--- src/rtl/uart_rx_ctrl.sv ---
// uart_rx_ctrl: captures uart_rx frames into a parity-tagged FWFT FIFO with stats and idle detection
module uart_rx_ctrl #(
  parameter int DATA_WIDTH    = 8,
  parameter int FIFO_DEPTH    = 16,
  parameter int SAMPLING_RATE = 16,
  parameter int IDLE_BITS     = 4,
  parameter int CNT_WIDTH     = 8
) (
  input  logic                          clk,
  input  logic                          rst,
  input  logic                          cfg_parity_en,
  input  logic                          drop_bad,
  input  logic                          clr_stats,
  input  logic [DATA_WIDTH-1:0]         rx_data,
  input  logic                          rx_valid,
  input  logic                          rx_done,
  input  logic                          rx_ready,
  output logic                          rx_parity,
  output logic [DATA_WIDTH-1:0]         m_data,
  output logic                          m_err,
  output logic                          m_valid,
  input  logic                          m_ready,
  output logic [$clog2(FIFO_DEPTH):0]   fifo_level,
  output logic [CNT_WIDTH-1:0]          parity_err_cnt,
  output logic [CNT_WIDTH-1:0]          overflow_cnt,
  output logic                          idle_pulse
);
  localparam int AW  = $clog2(FIFO_DEPTH);
  localparam int LW  = AW + 1;
  localparam int LIM = IDLE_BITS * SAMPLING_RATE;
  localparam int TW  = $clog2(LIM + 1);
  typedef enum logic [1:0] {DISARMED, ARMED, FIRE} state_t;
  state_t state_q, state_d;
  logic [TW-1:0] timer_q, timer_d;
  logic [DATA_WIDTH:0] mem_q [FIFO_DEPTH];
  logic [DATA_WIDTH:0] head;
  logic [AW-1:0] wptr_q, wptr_d, rptr_q, rptr_d;
  logic [LW-1:0] level_q, level_d;
  logic [CNT_WIDTH-1:0] perr_q, perr_d, ovf_q, ovf_d;
  logic parity_q, parity_d;
  logic err, push, full, pop, wr_en, ovf;
  // FIFO control, shadowed parity enable and saturating statistics
  always_comb begin
    err      = rx_done & ~rx_valid;
    push     = rx_done & ~(err & drop_bad);
    full     = level_q == LW'(FIFO_DEPTH);
    m_valid  = level_q != '0;
    pop      = m_valid & m_ready;
    wr_en    = push & (~full | pop);
    ovf      = push & full & ~pop;
    wptr_d   = wr_en ? wptr_q + 1'b1 : wptr_q;
    rptr_d   = pop ? rptr_q + 1'b1 : rptr_q;
    level_d  = level_q + LW'(wr_en) - LW'(pop);
    parity_d = rx_ready ? cfg_parity_en : parity_q;
    perr_d   = clr_stats ? '0 : (err && perr_q != '1) ? perr_q + 1'b1 : perr_q;
    ovf_d    = clr_stats ? '0 : (ovf && ovf_q != '1) ? ovf_q + 1'b1 : ovf_q;
    head     = mem_q[rptr_q];
    m_data   = m_valid ? head[DATA_WIDTH-1:0] : '0;
    m_err    = m_valid & head[DATA_WIDTH];
  end
  // Idle detector: arm on a frame, count continuous idle clocks, strobe once
  always_comb begin
    state_d    = state_q;
    timer_d    = timer_q;
    idle_pulse = state_q == FIRE;
    if (state_q == DISARMED) begin
      state_d = rx_done ? ARMED : DISARMED;
      timer_d = '0;
    end else if (state_q == ARMED) begin
      if (rx_done || !rx_ready) timer_d = '0;
      else if (timer_q == TW'(LIM - 1)) state_d = FIRE;
      else timer_d = timer_q + 1'b1;
    end else begin
      state_d = rx_done ? ARMED : DISARMED;
      timer_d = '0;
    end
  end
  // State registers; storage array is left unreset since level gates its use
  always_ff @(posedge clk) begin
    if (rst) begin
      state_q  <= DISARMED;
      timer_q  <= '0;
      wptr_q   <= '0;
      rptr_q   <= '0;
      level_q  <= '0;
      perr_q   <= '0;
      ovf_q    <= '0;
      parity_q <= 1'b0;
    end else begin
      state_q  <= state_d;
      timer_q  <= timer_d;
      wptr_q   <= wptr_d;
      rptr_q   <= rptr_d;
      level_q  <= level_d;
      perr_q   <= perr_d;
      ovf_q    <= ovf_d;
      parity_q <= parity_d;
    end
  end
  // FIFO storage write
  always_ff @(posedge clk) begin
    if (wr_en) mem_q[wptr_q] <= {err, rx_data};
  end
  assign rx_parity      = parity_q;
  assign fifo_level     = level_q;
  assign parity_err_cnt = perr_q;
  assign overflow_cnt   = ovf_q;
endmodule
--- config.mk ---
export PLATFORM = sky130hd
export DESIGN_NAME = uart_rx_ctrl
export DESIGN_NICKNAME = d
export VERILOG_FILES = /design/src/rtl/uart_rx_ctrl.sv
export SDC_FILE = /design/constraint.sdc
export NUM_CORES = 1
export LEC_CHECK = 0
export ABC_AREA = 1
export CAP_MARGIN = 20
export CORE_MARGIN = 8
export CORE_UTILIZATION = 51
export DETAILED_ROUTE_END_ITERATION = 8
export GPL_TIMING_DRIVEN = 0
export PLACE_DENSITY_LB_ADDON = 0.3
export SYNTH_ARGS = -nofsm -noshare
export SYNTH_HDL_FRONTEND = slang
export SYNTH_SLANG_ARGS = --single-unit
--- constraint.sdc ---
create_clock -name clk -period 3 [get_ports clk]
set_input_delay 0.6 -clock clk [delete_from_list [all_inputs] [get_ports clk]]
set_output_delay 0.6 -clock clk [all_outputs]
set_load 0.005 [all_outputs]
### Yosys cells after proc, flatten, opt, wreduce, memory -nomap -nowiden

Memories as Yosys holds them, arrays and structs flattened. A register that Yosys moved wholly into a read port is not among the register bits.
Cells that the tools add are included.

* register bits: 39
* RAM bits: 144
* input port bits: 17
* output and inout bits: 33
* word-level logic and storage cells: 57
* memories: 1

Memory list
* mem_q: words 16, width 9, read ports 1, clocked after memory_dff 1, write ports 1, RTL line 35 `logic [DATA_WIDTH:0] mem_q [FIFO_DEPTH];`

* $add $sub $neg: 7
* equality and inequality tests: 8
* muxes and demuxes: 10
* bitwise gates (word level): 14
* reduce and logical (&&, ||, !) cells: 9

Operators by type and width (count)
* $add A8 B1 Y8 const B: 2
* $ne A8 B8 Y1 const B: 2
* $add A4 B1 Y4 const B: 2
* $and A1 B1 Y1: 8
* $mux W2: 4
* $mux W4: 2
* $mux W8: 1
* $add A7 B1 Y7 const B: 1
* $eq A7 B6 Y1 const B: 1
* $add A5 B1 Y5: 1
* $eq A5 B5 Y1 const B: 1
* $not A1 Y1: 5
* $reduce_bool A5 Y1: 1
* $sub A5 B1 Y5: 1
* $reduce_or A4 Y1: 1
* $mux W1: 3
* $ne A3 B2 Y1 const B: 1
* $ne A3 B3 Y1 const B: 1
* $eq A2 B1 Y1 const B: 1
* $eq A2 B2 Y1 const B: 1
* $logic_and A1 B1 Y1: 2
* $logic_not A2 Y1: 1
* $reduce_and A2 Y1: 1
* $reduce_or A2 Y1: 1
* other kinds (3): 3

### Logic depth before layout (Yosys ltp)

Gate-level depths: netlist of the first run.

* depth after elaboration: 8
* depth in mapped cells: 13
* mapped depth without buffers: 13

### Worst setup path after synthesis of the first run

No wires, ideal clock.

* path kind: input to register
* start: in rx_done
* end: reg level_q[4] (netlist: fifo_level[4])
* setup time: 70 ps
* data arrival time: 2291 ps
* data required time: 2930 ps
* setup slack: 639 ps
* stages on the path: 11
* path buffers: 0
* cell sequence: inv_2 a21oi_4 nand2_1 ha_1 inv_1 ha_1 inv_1 fa_1 o31ai_1 o21ai_0 a21oi_1

* cells in the longest elaborated chain, start to end: 7

RTL lines
* from (decl): RTL line 16 `input logic rx_done,`
* $and A1 B1 Y1: RTL line 44 `err = rx_done & ~rx_valid;`
* $and A1 B1 Y1: RTL line 45 `push = rx_done & ~(err & drop_bad);`
* $not A1 Y1: RTL line 45
* $and A1 B1 Y1 *: RTL line 45
* $and A1 B1 Y1 *: RTL line 49 `wr_en = push & (~full | pop);`
* $add A5 B1 Y5 *: RTL line 53 `level_d = level_q + LW'(wr_en) - LW'(pop);`
* $sub A5 B1 Y5 *: RTL line 53
* to (signal assigned): RTL line 94 `level_q <= level_d;`
* to (decl): RTL line 38 `logic [LW-1:0] level_q, level_d;`

Mark *: on every way between the ends. The rest lies on a longest branch, timed or not.
A chain may end at the register's enable or synchronous reset.

==> results.md, run 1 <==
* Sw Share at 0.302
* Share of the yosys chip area belonging to registers at 0.651
* P_int at about 5.0 mW
* DRC errors left at 0
* Warnings, synthesis at 0
* CTS Buf Count at 17
* Async SR Flop Fraction at 0
* Worst-Skew Late Latency at approximately 0.44 ns
* Final hold vios at 0
* Worst rel slew slack at 0.273
* Area Overhead vs Synth at 18.8%
* Via density at approximately 5.3
* Status: complete, no violations
* Post-route ant nets at 0
* Cell Area, Synth at between 7000 and 8000 µm²
* Power Total at 7.11 mW
* Worst-margin pin slew at around 1.1 ns
* Core ar. at about 15000 µm²
* CTS Buffer Depth at 2
* Post-CTS setup buffers at 0
* Hold WC Path Type: register to register
* CTS tree: done
* Nature of the critical path endpoint: output port
* Clock skew at between 0.01 and 0.015 ns
* Clock share of power at 0.326
* Worst endpoint required time at 2.40 ns
* Mapped Avg Cell Area at 10.3 µm²
* Pleak at 3.53 nW
* Vias at 5695
* Synth unique cells at 36
* Global-route wire length before repair at about 30000 µm
* Pins over their slew limit at 0
* IO buf count at 49
* WL final at 19300 µm
* Rows at 45
* Max-Cap Viols at 0
* Critical Path AT at 2.38 ns
* FF+latch count, synth at approximately 190
* Router iterations before antenna repair at 5
* Hold slack at ~0.45 ns
* Die height at about 140 µm
* Maximum clock rate at approximately 340 MHz
* Clock sink total at ~190
* Iter 0 DRT Violations at 486
* Tcrit/Tclk final at 0.992
* Initial antenna violation count at 0
* Hold buffers post-CTS at 0
* Final setup viols at 0
* Placed instance count at slightly above 1000
* Synth Instances at 772
* Most used flip-flop cell after synthesis: edfxtp_1
* CP Class: register to output port
* Startpoint Class: register
* Post-DP HPWL at between 10000 and 15000 µm
* Fillcell total at 1244
* RSZ-0062 raised after global routing: yes
* Pre-CTS setup slack at -0.171 ns
* Overall die width at 141 µm
* Antenna diodes at 0
* Die area at ~20000 µm²
* Sequential share of power at 0.414
* Vias in the first global route at ~5700
* RePlAce Congestion at 0.846
* Switching pwr at approximately 2.1 mW
* Final Non-Filler Cells at between 1000 and 1500
* Combinational share of power at 0.261
* Worst Setup Slack, final at ~0.025 ns
* Peak supply drop at about 0.5 mV
* Largest net degree at the start of global routing at 18
* Routed len/inst at 18.1 µm
* Clock transition at path regs at about 0.07 ns
* Starting Density at 0.522
* Post-Syn Nets at roughly 800
* Global route overflow at 0
* H-tree Lvls at 4
* Fraction of final layout cells sized beyond drive strength 1 at 0.0960
* Tmin final at ~3.0 ns
* Largest fanout on the critical path at 10
* GRT Total Usage at 0.201
* Pwr Density at 752 nW/µm²
* Number of synthesized flops with an enable pin at 144
* Nets@finish at roughly 870
* I/O pin count at 50
* Root Buffer: clkbuf_16
-- cell families (layout without fill, tap and decap cells) --
kind of cell,after synthesis,in the layout,synth area share
and+or+nand+nor,425,425,0.228
adders and majority gates,15,15,0.0245
AOI/OAI and AO/OA,62,62,0.0426
xor gates and xnor gates,9,9,0.00990
buffers and inverters,74,156,0.0434
DFF,187,187,0.651
-- power groups by stage --
| stage | Sequential, mW | Combinational, mW | Clock (mW) |
|---|---|---|---|
| 6_report | 2.94 | 1.85 | 2.31 |
| 5_1_grt | 2.95 | 2.05 | 2.43 |
| 4_1_cts | 2.94 | 1.80 | 2.33 |
| 3_5_place_dp | 3.00 | 1.77 | 0 |
| 3_3_place_gp | 2.99 | 1.73 | 0 |
| 2_1_floorplan | 2.99 | 1.05 | 0 |
-- worst max-delay path, stage by stage (launching register included) --
cell and delay [ns]:
dfxtp_1 0.32, buf_8 0.15, inv_8 0.11, buf_6 0.16
nand2_1 0.06, nand3_1 0.10, nand3_1 0.14, nand2_1 0.14
nand2_1 0.07, a21oi_1 0.15, clkdlybuf4s50_1 0.53
-- layout make-up --
cell class                 instances  area (µm²)  share of cell area
multi-input combinational        511        2460               0.260
clock buffer                      20         447              0.0472
clock inverter                    12         161              0.0171
tap                              211         264              0.0279
buffer                            28         238              0.0251
sequential                       187        5180               0.548
inverter                          46         184              0.0194
timing repair buffer              50         518              0.0548
-- cell usage in the layout, fill, tap and decap left out, drive strengths merged, types with 16 or more instances in the layout --
| cell type | n |
|---|---|
| nand2 | 243 |
| edfxtp | 144 |
| nand3 | 126 |
| nor2 | 48 |
| inv | 47 |
| clkdlybuf4s50 | 44 |
| dfxtp | 43 |
| a21oi | 40 |
| buf | 25 |
| clkbuf | 24 |
| o21ai | 16 |
-- registers in the layout, summed over array words and instances (netlist names), named ones only --
| name | cells |
|---|---|
| mem_q | 144 |
| parity_err_cnt | 8 |
| rptr_q | 4 |
| timer_q | 7 |
| fifo_level | 5 |
| wptr_q | 4 |
| overflow_cnt | 8 |
| rx_parity | 1 |
| state_q | 2 |
-- per-layer routing --
layer / up-vias / GRT usage / part of all wire
met5: - / 0 / 0
met4: 0 / 0.0922 / 0.033
met1: 2631 / 0.249 / 0.42
li1: 2776 / - / -
met2: 245 / 0.324 / 0.47
met3: 43 / 0.0547 / 0.079
-- cell usage after synthesis (2+ instances only) --
cell type	instances	area, µm²
inv_2	4	15.0
inv_1	38	143
nand2_2	4	25.0
buf_2	11	55.1
nand4_1	4	25.0
clkbuf_1	4	15.0
a21oi_1	38	190
o21ai_0	15	75.1
xor2_1	4	35.0
nand3_1	126	631
nor2_1	42	158
nor2_4	3	33.8
edfxtp_1	144	4320
xnor2_1	5	43.8
nor3_1	2	10.0
ha_1	14	175
buf_4	11	82.6
clkinv_1	3	11.3
nor2_2	3	18.8
a31oi_1	2	12.5
nand2_1	238	893
dfxtp_1	43	861
-- final timing paths --
check | from | endpoint | slack (ns) | cells past startpoint
hold reg to reg | timer_q[6] | timer_q[6] | 0.45 | 2
hold / removal | timer_q[6] | timer_q[6] | 0.45 | 2
setup reg to reg | fifo_level[2] | fifo_level[4] | 0.18 | 13
setup / recovery | register | m_data[3] | 0.02 | 10
-- timing repair --
| item | in CTS | in global routing |
|---|---|---|
| gates cloned | 0 | 0 |
| pin swaps | 0 | 0 |
| gates resized for setup | 9 | 33 |
| endpoints found under the setup margin | 9 | 9 |
-- per-stage QoR --
step	utilization	setup TNS [ns]	instance area, µm²
final	0.620	0	9460
after global routing	0.620	-0.0797	9460
after CTS	0.614	0	9360
after detailed placement	0.572	-0.171	8730
after global placement	0.571	-0.109	8720
after floorplan	-	0	7960
No activity file was read; power rests on OpenSTA's default activity.
==> run 2, diff against run 1 <==
MAX_ROUTING_LAYER = met4   (was unset)
==> run 2 against run 1 <==
Compared with the run above: die area unchanged; sequential power hardly changed; global-route usage up 0.64 points; clock skew decreased by 0.0065 ns; clock power is essentially flat; hold slack barely moved; first-iteration DRC count down 12%; combinational power about the same; maximum frequency decreased by 0.11%; sequential share of layout area increased by 0.13 points; count of clock-buffer cells in the layout unchanged; critical endpoint unchanged.
==> results.md, run 2 (synthesized netlist as in run 1, its figures left out) <==
* Status: complete, no violations
* Die area at 19900 µm²
* Post-DP HPWL at roughly 13000 µm
* Pins over their slew limit at 0
* IO buf count at roughly 50
* Max reg flops at ~140
* RSZ-0062 raised after global routing: yes
* RePlAce Congestion at between 0.8 and 0.9
* Die height at approximately 140 µm
* Startpoint Class: register
* Root Buffer: clkbuf_16
* Initial antenna violation count at 0
* Nets@finish at a little under 900
* Iter 0 DRT Violations at about 430
* Biggest register: mem_q
* Core ar. at 15300 µm²
* Worst endpoint required time at between 2 and 2.5 ns
* Hold WC Path Type: register to register
* Overall die width at between 100 and 150 µm
* CTS tree: done
* Peak supply drop at just over 0.5 mV
* Worst-margin pin slew at 1.08 ns
* Final instance area at 9430 µm²
* Worst Setup Slack, final at 0.0219 ns
* Pleak at about 3.5 nW
* Power Total at between 7 and 8 mW
* Area Overhead vs Synth at 18.5%
* CTS Buffer Depth at 2
* Fraction of final layout cells sized beyond drive strength 1 at 0.0960
* Commonest cells after routing, fill and taps aside: nand2_1, edfxtp_1, nand3_1
* Post-route ant nets at 0
* Max-Cap Viols at 0
* Final setup viols at 0
* Vias in the first global route at between 5000 and 6000
* Global route overflow at 0
* Router iterations before antenna repair at 5
* Hold slack at between 0.4 and 0.5 ns
* Pre-CTS setup slack at -0.171 ns
* Vias at approximately 5800
* Worst-Skew Late Latency at 0.43 ns
* Largest fanout on the critical path at 10
* Clock transition at path regs at about 0.07 ns
* Pwr Density at between 700 and 800 nW/µm²
* Starting Density at 0.522
* Commonest non-fill, non-tap cell in the layout: nand2_1
* Routed len/inst at 18.2 µm
* Largest net degree at the start of global routing at 18
* Nature of the critical path endpoint: output port
* Via density at roughly 5.4
* Tcrit/Tclk final at 0.993
* Final hold vios at 0
* I/O pin count at 50
* WL final at roughly 19000 µm
* Global-route wire length before repair at between 30000 and 40000 µm
* Rows at 45
* Post-CTS setup buffers at 0
* CP Class: register to output port
* DRC errors left at 0
* CTS Buf Count at 17
* Clock sink total at approximately 190
* Maximum clock rate at 336 MHz
* H-tree Lvls at 4
* Critical Path AT at 2.38 ns
* GRT Total Usage at 0.207
* Worst rel slew slack at 0.276
* Antenna diodes at 0
* Clock skew at about 0.0084 ns
* Placed cell areas at between 8000 and 9000 µm²
* Tmin final at about 3 ns
* Sum Neg Setup Slack at 0 ns
* Hold buffers post-CTS at 0
run 2: cell types whose count changed in the layout (fill, tap and decap cells not counted):
cell | previous run | this run
buf_4 | 8 | 9
buf_8 | 4 | 2
clkbuf_4 | 0 | 1
clkdlybuf4s50_1 | 44 | 46
dlymetal6s2s_1 | 5 | 3
inv_6 | 4 | 5
inv_8 | 1 | 0
run 2: area by class of cell:
cell class / instances / area (µm²)
flip-flops and latches: 187 / 5180
clock buffers: 20 / 447
clock inverters: 12 / 161
plain buffers: 28 / 223
fillers: 1242 / 5820
well taps: 211 / 264
repair buffers: 50 / 513
multi-input cells: 511 / 2460
inverters: 46 / 181
run 2: final timing paths:
kind	start	to	slack [ns]	depth (start not counted)
worst max-delay path	register	m_data[3]	0.02	10
worst min-delay path	timer_q[6]	timer_q[6]	0.45	2
worst max register to register	fifo_level[2]	fifo_level[4]	0.18	13
worst min register to register	timer_q[6]	timer_q[6]	0.45	2
run 2: through the flow:
step | instances | util
after CTS | 1065 | 0.614
after global routing | 1065 | 0.618
after detailed placement | 1033 | 0.572
after global placement | 1032 | 0.571
after floorplan | 772 | -
final | 1065 | 0.618
run 2: where the power goes:
group          switching (mW)  internal, mW
Clock                   0.974          1.34
Sequential             0.0631          2.88
Combinational            1.11         0.734
run 2: worst max-delay path, stage by stage, from the launching register on:
cell	delay [ns]
dfxtp_1	0.31
buf_6	0.15
inv_6	0.12
buf_6	0.17
nand2_1	0.06
nand3_1	0.11
nand3_1	0.14
nand2_1	0.13
nand2_1	0.08
a21oi_1	0.15
clkdlybuf4s50_1	0.52
run 2: routing by layer:
layer	track usage	routed length, µm	vias to the layer above
met5	-	0	-
li1	-	-	2776
met1	0.254	8270	2693
met3	0.0459	1430	40
met4	0.0984	584	0
met2	0.323	9070	247
run 2: what timing repair did:
action / in CTS / in global routing
setup endpoints to repair: 9 / 9
gates resized for setup: 9 / 25
pin swaps: 0 / 0
